`src/rtl/multicycle_control.sv`:
```
// Multi-cycle MIPS-style control unit.
// A state machine steps each instruction through fetch, decode and its
// execute/memory/writeback states. Datapath controls are decoded from the
// current state. A wait counter sends any memory handshake that stalls too
// long into TRAP. A free-running counter tallies retired instructions.
module multicycle_control #(
  parameter int WAIT_LIMIT = 16
) (
  input  logic        clk,
  input  logic        rst,
  input  logic [5:0]  opcode,
  input  logic        alu_zero,
  input  logic        mem_ready,
  output logic        pc_write,
  output logic        ir_write,
  output logic        iord,
  output logic        mem_read,
  output logic        mem_write,
  output logic        reg_write,
  output logic        reg_dst,
  output logic        mem_to_reg,
  output logic        alu_src_a,
  output logic [1:0]  alu_src_b,
  output logic [1:0]  alu_op,
  output logic [1:0]  pc_source,
  output logic        instr_done,
  output logic [31:0] instr_count,
  output logic        trap,
  output logic [3:0]  state
);

  localparam logic [3:0] S_FETCH    = 4'd0;
  localparam logic [3:0] S_DECODE   = 4'd1;
  localparam logic [3:0] S_MEM_ADDR = 4'd2;
  localparam logic [3:0] S_MEM_RD   = 4'd3;
  localparam logic [3:0] S_MEM_WB   = 4'd4;
  localparam logic [3:0] S_MEM_WR   = 4'd5;
  localparam logic [3:0] S_R_EX     = 4'd6;
  localparam logic [3:0] S_R_WB     = 4'd7;
  localparam logic [3:0] S_BRANCH   = 4'd8;
  localparam logic [3:0] S_JUMP     = 4'd9;
  localparam logic [3:0] S_I_EX     = 4'd10;
  localparam logic [3:0] S_I_WB     = 4'd11;
  localparam logic [3:0] S_TRAP     = 4'd15;

  localparam logic [5:0] OP_RTYPE = 6'b000000;
  localparam logic [5:0] OP_LW    = 6'b100011;
  localparam logic [5:0] OP_SW    = 6'b101011;
  localparam logic [5:0] OP_BEQ   = 6'b000100;
  localparam logic [5:0] OP_BNE   = 6'b000101;
  localparam logic [5:0] OP_J     = 6'b000010;
  localparam logic [5:0] OP_ADDI  = 6'b001000;

  // The counter has to hold the value WAIT_LIMIT itself, hence the +1.
  localparam int WAIT_W = (WAIT_LIMIT < 1) ? 1 : $clog2(WAIT_LIMIT + 1);
  localparam logic [WAIT_W-1:0] WAIT_MAX = WAIT_W'(WAIT_LIMIT);

  logic [3:0]        state_q;
  logic [3:0]        state_d;
  logic [WAIT_W-1:0] wait_cnt;
  logic              mem_wait_state;
  logic              wait_expired;

  assign state          = state_q;
  assign mem_wait_state = (state_q == S_FETCH) || (state_q == S_MEM_RD) ||
                          (state_q == S_MEM_WR);
  // The limit cycle is the one in which the counter already equals WAIT_LIMIT.
  // A ready in that same cycle still completes the handshake normally.
  assign wait_expired   = (wait_cnt == WAIT_MAX) && !mem_ready;

  // Next-state selection; mem_ready only matters in the three handshake states.
  always_comb begin
    state_d = state_q;
    case (state_q)
      S_FETCH: begin
        if (mem_ready)         state_d = S_DECODE;
        else if (wait_expired) state_d = S_TRAP;
      end
      S_DECODE: begin
        case (opcode)
          OP_LW, OP_SW:   state_d = S_MEM_ADDR;
          OP_RTYPE:       state_d = S_R_EX;
          OP_BEQ, OP_BNE: state_d = S_BRANCH;
          OP_J:           state_d = S_JUMP;
          OP_ADDI:        state_d = S_I_EX;
          default:        state_d = S_TRAP;
        endcase
      end
      S_MEM_ADDR: state_d = (opcode == OP_SW) ? S_MEM_WR : S_MEM_RD;
      S_MEM_RD: begin
        if (mem_ready)         state_d = S_MEM_WB;
        else if (wait_expired) state_d = S_TRAP;
      end
      S_MEM_WB: state_d = S_FETCH;
      S_MEM_WR: begin
        if (mem_ready)         state_d = S_FETCH;
        else if (wait_expired) state_d = S_TRAP;
      end
      S_R_EX:   state_d = S_R_WB;
      S_R_WB:   state_d = S_FETCH;
      S_I_EX:   state_d = S_I_WB;
      S_I_WB:   state_d = S_FETCH;
      S_BRANCH: state_d = S_FETCH;
      S_JUMP:   state_d = S_FETCH;
      S_TRAP:   state_d = S_TRAP;
      default:  state_d = S_TRAP;
    endcase
  end

  // State register; reset wins from any state, including TRAP.
  always_ff @(posedge clk) begin
    if (rst) state_q <= S_FETCH;
    else     state_q <= state_d;
  end

  // Wait counter restarts on every state change, so entering a handshake
  // state always begins at zero, and it counts stalled handshake cycles.
  always_ff @(posedge clk) begin
    if (rst)                             wait_cnt <= '0;
    else if (state_d != state_q)         wait_cnt <= '0;
    else if (mem_wait_state && !mem_ready) wait_cnt <= wait_cnt + WAIT_W'(1);
  end

  // Control decode; everything is held low while reset is asserted.
  always_comb begin
    pc_write   = 1'b0;
    ir_write   = 1'b0;
    iord       = 1'b0;
    mem_read   = 1'b0;
    mem_write  = 1'b0;
    reg_write  = 1'b0;
    reg_dst    = 1'b0;
    mem_to_reg = 1'b0;
    alu_src_a  = 1'b0;
    alu_src_b  = 2'b00;
    alu_op     = 2'b00;
    pc_source  = 2'b00;
    instr_done = 1'b0;
    trap       = 1'b0;
    if (!rst) begin
      case (state_q)
        S_FETCH: begin
          mem_read  = 1'b1;
          alu_src_b = 2'b01;
          ir_write  = mem_ready;
          pc_write  = mem_ready;
        end
        S_DECODE: alu_src_b = 2'b11;
        S_MEM_ADDR: begin
          alu_src_a = 1'b1;
          alu_src_b = 2'b10;
        end
        S_MEM_RD: begin
          mem_read = 1'b1;
          iord     = 1'b1;
        end
        S_MEM_WB: begin
          reg_write  = 1'b1;
          mem_to_reg = 1'b1;
          instr_done = 1'b1;
        end
        S_MEM_WR: begin
          mem_write  = 1'b1;
          iord       = 1'b1;
          instr_done = mem_ready;
        end
        S_R_EX: begin
          alu_src_a = 1'b1;
          alu_op    = 2'b10;
        end
        S_R_WB: begin
          reg_write  = 1'b1;
          reg_dst    = 1'b1;
          instr_done = 1'b1;
        end
        S_I_EX: begin
          alu_src_a = 1'b1;
          alu_src_b = 2'b10;
          alu_op    = 2'b11;
        end
        S_I_WB: begin
          reg_write  = 1'b1;
          instr_done = 1'b1;
        end
        S_BRANCH: begin
          alu_src_a  = 1'b1;
          alu_op     = 2'b01;
          pc_source  = 2'b01;
          pc_write   = (opcode == OP_BNE) ? !alu_zero : alu_zero;
          instr_done = 1'b1;
        end
        S_JUMP: begin
          pc_source  = 2'b10;
          pc_write   = 1'b1;
          instr_done = 1'b1;
        end
        S_TRAP:  trap = 1'b1;
        default: trap = 1'b0;
      endcase
    end
  end

  // Retired-instruction counter; written every cycle and wraps naturally.
  always_ff @(posedge clk) begin
    if (rst) instr_count <= '0;
    else     instr_count <= instr_count + {31'b0, instr_done};
  end

endmodule

```
`config.mk`:
```
export PLATFORM = sky130hd
export DESIGN_NAME = multicycle_control
export DESIGN_NICKNAME = d
export VERILOG_FILES = /design/src/rtl/multicycle_control.sv
export SDC_FILE = /design/constraint.sdc
export NUM_CORES = 1
export LEC_CHECK = 0
export ABC_CLOCK_PERIOD_IN_PS = 4600
export BUFFER_PORTS_ARGS = -buffer_cell sky130_fd_sc_hd__buf_2
export CAP_MARGIN = 20
export CORE_MARGIN = 2
export CORE_UTILIZATION = 40
export CTS_BUF_LIST = sky130_fd_sc_hd__clkbuf_8
export CTS_CLUSTER_DIAMETER = 120
export DETAILED_ROUTE_END_ITERATION = 10
export HOLD_SLACK_MARGIN = 0.08
export REMOVE_ABC_BUFFERS = 1
export SLEW_MARGIN = 20
export SYNTH_ARGS = -nofsm -noshare
export SYNTH_HDL_FRONTEND = slang
export SYNTH_SLANG_ARGS = --single-unit
```
`constraint.sdc`:
```
create_clock -name clk -period 4.6 [get_ports clk]
set_clock_uncertainty 0.05 [all_clocks]
set_input_delay 0.69 -clock clk [delete_from_list [all_inputs] [get_ports clk]]
set_output_delay 0.69 -clock clk [all_outputs]
set_load 0.05 [all_outputs]
```
Yosys cells after proc, flatten, opt, wreduce, memory -nomap -nowiden
Index checks and enable logic that the tools add are counted.
{ "totals": {"reg_bits": 41, "latchBits": 0, "ramBits": 0, "romBits": 0, "inputBits": 10, "out_inout_bits": 53, "elab_cells": 78, "mem_count": 0} }
{ "op_classes": {"n_addsub": 2, "multipliers": 0, "n_div": 0, "order_cmp": 0, "eq_ne": 20, "n_shift": 0, "mux": 36, "bitwise_logic": 0, "n_reduce_logical": 17} }
{ "op_table": {"columns": ["cell", "n"], "rows": [
  ["$add A32 B1 Y32", 1],
  ["$pmux W4 S8", 1],
  ["$mux W1", 21],
  ["$eq A4 B4 Y1 const B", 5],
  ["$pmux W4 S5", 1],
  ["$eq A4 B3 Y1 const B", 4],
  ["$mux W4", 4],
  ["$eq A6 B3 Y1 const B", 2],
  ["$eq A6 B6 Y1 const B", 2],
  ["$pmux W2 S3", 2],
  ["$reduce_or A2 Y1", 6],
  ["$eq A4 B2 Y1 const B", 2],
  ["$eq A6 B2 Y1 const B", 1],
  ["$eq A6 B4 Y1 const B", 1],
  ["$logic_not A6 Y1", 1],
  ["$mux W2", 3],
  ["$add A5 B1 Y5 const B", 1],
  ["$eq A5 B5 Y1 const B", 1],
  ["$reduce_or A5 Y1", 1],
  ["$eq A4 B1 Y1 const B", 1],
  ["$logic_not A4 Y1", 1],
  ["$ne A4 B4 Y1", 1],
  ["$pmux W2 S2", 1],
  ["$reduce_or A4 Y1", 1],
  ["other kinds (7)", 10]
]} }

Logic depth before layout (Yosys ltp)
{ "depth": {"ltp_word": 7, "mapped_depth": 11, "depth_no_buf": 9} }

Worst setup path before layout
OpenSTA, ideal clock, no wires.
{ "synth_path": {"path_kind": "register to register", "startpoint": "reg state_q[2] (netlist: state[2])", "endpoint": "reg instr_count[28]", "setup_time_ns": 0.121, "t_arrival_ns": 4.646, "slack_ns": -0.217, "stages_incl_launch_ff": 12, "path_buffers": 3, "period_less_slack_ns": 4.817, "path_cell_list": "dfxtp_1 > clkbuf_1 > clkbuf_1 > o21ai_0 > a211oi_1 > ha_1 > ha_1 > nand2_1 > or2_2 > clkbuf_1 > nor4_1 > mux2_2"} }
{ "synth_between": {"elab_chain_len": 5, "word_cells_on_any_way": 10} }
{ "synth_rtl": {"columns": ["element", "line_no", "source"], "rows": [
  ["start: declaration", "58", "logic [3:0] state_q;"],
  ["start signal: assignment", "113", "else state_q <= state_d;"],
  ["$eq A4 B4 Y1 or $eq A4 B3 Y1 (tied branches)", "141", "case (state_q)"],
  ["$reduce_or A5 Y1 (no line)", null, null],
  ["$pmux W1 S2 *", "141", null],
  ["$mux W1 *", "140", "if (!rst) begin"],
  ["named net instr_done", "26", "output logic instr_done,"],
  ["$add A32 B1 Y32 *", "206", "else instr_count <= instr_count + {31'b0, instr_done};"],
  ["end signal: assignment", "206", null],
  ["end: declaration", "27", "output logic [31:0] instr_count,"]
]} }
The timed path passes the listed nets; every way through them passes the cells marked *.
A chain may end at the register's enable or synchronous reset.

Worst setup path in the final report
{ "layout_path": {"startpoint": "reg state_q[1] (netlist: state[1])", "endpoint": "reg instr_count[30]"} }
{ "layout_between": {"elab_chain_len": 5, "word_cells_on_any_way": 10} }
{ "layout_rtl": {"columns": ["element", "line_no"], "rows": [
  ["$eq A4 B4 Y1 or $eq A4 B3 Y1 (tied branches)", "141"],
  ["$reduce_or A5 Y1 (no line)", null],
  ["$pmux W1 S2 *", "141"],
  ["$mux W1 *", "140"],
  ["$add A32 B1 Y32 *", "206"]
]} }
Mark *: on every way between the ends. The rest lies on a longest branch, timed or not.

==> impl_metrics.csv <==
group,metric,value,unit
timing,tns,0,ns
synthesis,async_flop_share,0,%
grt,track_usage,17.6,%
critical_path,cp_data_required_time,4.73,ns
die,dieWidth,83.3,um
timing,period_share,75.5,%
drt,vias,2530,
job,max_cap_viol_count,0,
synthesis,synth_cell_type_count,52,
die,core-area,5990,um^2
cts,insertion_delay,0.29,ns
cts,clockBufferDepth,2,
critical_path,r2r_start,"state[1]",
critical_path,path_max_fanout,22,
grt,grt_pass1_vias,2157,
cts,ctsRootBufferMaster,"clkbuf_8",
cts,cts_resized,0,
critical_path,crit_path_cell_trace,"nand2b_1 -> o21ai_0 -> a211oi_1 -> ha_1 -> ha_1 -> nand2_1 -> or2_2 -> nor4_1 -> mux2_2",
min_path,hold_path.class,"register to register",
cells_and_area,final_core_util,48.7,%
min_path,hold_path.startpoint,"instr_count[17]",
die,fp-row-count,28,
critical_path,r2r-end,"instr_count[30]",
grt,grt_pass1_wl,10300,um
cells_and_area,regArea,821,um^2
critical_path,crit_path_max_incr_delay,0.77,ns
cts,cts_made_buffers,5,
timing,worst_pin_slew,0.872,ns
die,die_h,83.3,um
pwr,powerDensity,444,nW/um^2
status,status,"finished clean",
cts,postCtsHoldBufs,0,
cts,post-cts-setup-buffers,0,
critical_path,path_class,"register to register",
critical_path,cp-end-kind,"register",
cts,cts_tree,"built",
synthesis,syn_inst,321,
drt,drc,0,
drt,viasPerCell,5.69,
cells_and_area,flow.area_growth_from_synthesis,16.0,%
min_path,hold_end,"instr_count[17]",
critical_path,cp.arrival,3.61,ns
place,io_buffers,62,
critical_path,critPathTopFamily,"simple AND/OR/NAND/NOR gates",
critical_path,crit_buf_inv,0,
timing,fmax,0.288,GHz
drt,first_pass_iters,4,
drt,ant_nets,0,
synthesis,synth_area,2520,um^2
cells_and_area,nets,385,
grt,grt_max_degree,56,
timing,drv_slew,0,
cells_and_area,layout_commonest_cell,"buf_2",
synthesis,ys_warn_count,0,
drt,drt_iter0_drc,174,
die,io_pins,63,
drt,wl,6360,um
cts,clkTransAtPathRegs,0.08,ns
synthesis,syn_avg_cell_area,7.84,um^2
grt,grt-ovfl-total,0,
min_path,holdPathStages,2,
die,start_util,42.0,%
cells_and_area,insertedDiodeCount,0,
timing,period_minus_slack,3.47,ns
cts,cts.htree.levels,2,
cts,numClockSinks,41,
pwr,p_leak,1.14,nW
place,gp_congestion,0.849,
drt,detail_route.wl_per_cell,14.3,um
cells_and_area,drive_above_1_share,21.9,%
synthesis,synth_top_flop_cell,"dfxtp_1",
die,die-area,6940,um^2
pwr,vdd_ir_drop_max,359,uV
cells_and_area,multi_input_area,1580,um^2
grt,antenna_found_initial,0,
cells_and_area,fill_cells,592,
timing,relSlewSlack,41.8,%
critical_path,cp_common_cell,"ha_1",
synthesis,ys_ff_latch,41,
place,dp_hpwl,4380,um
timing,setup_viol,0,
synthesis,ys_seq_area_share,32.6,%
critical_path,ff2ff_setup_slack,1.13,ns
critical_path,r2r_cells,9,
cells_and_area,final_cell_mix,"62 x buf_2, 41 x dfxtp_1, 36 x nor2_1, 19 x nand2_1",
critical_path,start_kind,"register",
timing,hold_violations,0,
timing,rsz0062_at_grt,"no",
synthesis,synth-edff-count,0,
critical_path,cp_slowest_cell,"dfxtp_1",
[cells in the mapped netlist, drive strengths merged (2+ instances only)]
library cell  number  area (um^2)
nor4              13         81.3
ha                 4         50.1
nor3              15         75.1
nand3             16         80.1
clkbuf            17         63.8
xnor2             15          131
xor2               5         43.8
dfxtp             41          821
buf                3         20.0
nand2b             4         25.0
mux2               7         78.8
nand3b             2         15.0
inv               10         37.5
nor3b              3         22.5
and3               5         31.3
nand4              5         37.5
mux2i              2         20.0
o21ai             12         60.1
o31ai             10         75.1
or3                6         37.5
or2                2         12.5
nand2             19         71.3
and4               3         26.3
a21oi             16         80.1
nor2              36          135
a31oi              3         18.8
a211oi             5         37.5
nor2b             12         75.1
and4b              2         20.0
nand4b             2         17.5
o21a               2         15.0
or4                8         63.8
[worst max path at each step]
stage | start | to | slack [ns] | cells after the start
after CTS | state[1] | instr_count[30] | 1.16 | 9
final | state[1] | instr_count[30] | 1.13 | 9
after floorplan | state[1] | instr_count[28] | 0.06 | 9
after global routing | state[1] | instr_count[28] | 0.78 | 9
after detailed placement | state[1] | instr_count[30] | 1.18 | 9
after global placement | state[1] | instr_count[28] | 1.30 | 9
[report_power, final]
part	internal [mW]	switching (mW)	leakage [nW]
sequential	0.379	0.102	0.331
clock	0.0999	0.118	0.0399
combinational	0.178	0.418	0.767
[kinds of logic after synthesis]
| family | Yosys count | share of synthesized area [%] |
|---|---|---|
| AO/OA/AOI/OAI | 59 | 15.1 |
| multiplexers | 9 | 3.93 |
| flip-flops | 41 | 32.6 |
| adder cells (fa/ha/maj) | 4 | 1.99 |
| buffers and inverters | 30 | 4.82 |
| XOR/XNOR | 20 | 6.96 |
| AND/OR/NAND/NOR | 158 | 34.6 |
[layer usage]
layer	up-vias	GRT usage (%)	share of wire, %
li1	1275	-	-
met1	1175	23.9	48
met2	70	26.7	45
met3	10	3.58	4.7
met4	0	7.90	2.1
met5	-	0	0
[state kept, by name, indices dropped and copies added (netlist names)]
register,count
wait_cnt,5
state,4
instr_count,32
[tightest hold or removal path, stage by stage (launching register included)]
cell and delay (ns):
dfxtp_1 0.32, o31ai_1 0.07, a21oi_1 0.06
[area by class of cell]
cell class	count	area share, %
well taps	75	3.21
flip-flops and latches	41	28.1
multi-input cells	250	54.0
clock inverters	1	0.171
repair buffers	63	10.9
inverters	10	1.29
clock buffers	5	2.36
[per-stage QoR]
stage          hold WS, ns  area (um^2)  cells  power (mW)  setup WS (ns)
2_1_floorplan        0.425         2430    301       0.918         0.0645
6_report             0.440         2920    445        1.29           1.13
3_5_place_dp         0.431         2850    439        1.08           1.18
3_3_place_gp         0.423         2850    439        1.08           1.30
5_1_grt              0.464         2920    445        1.37          0.782
4_1_cts              0.443         2920    445        1.30           1.16
Note: power is estimated with default switching activity, not from simulation.
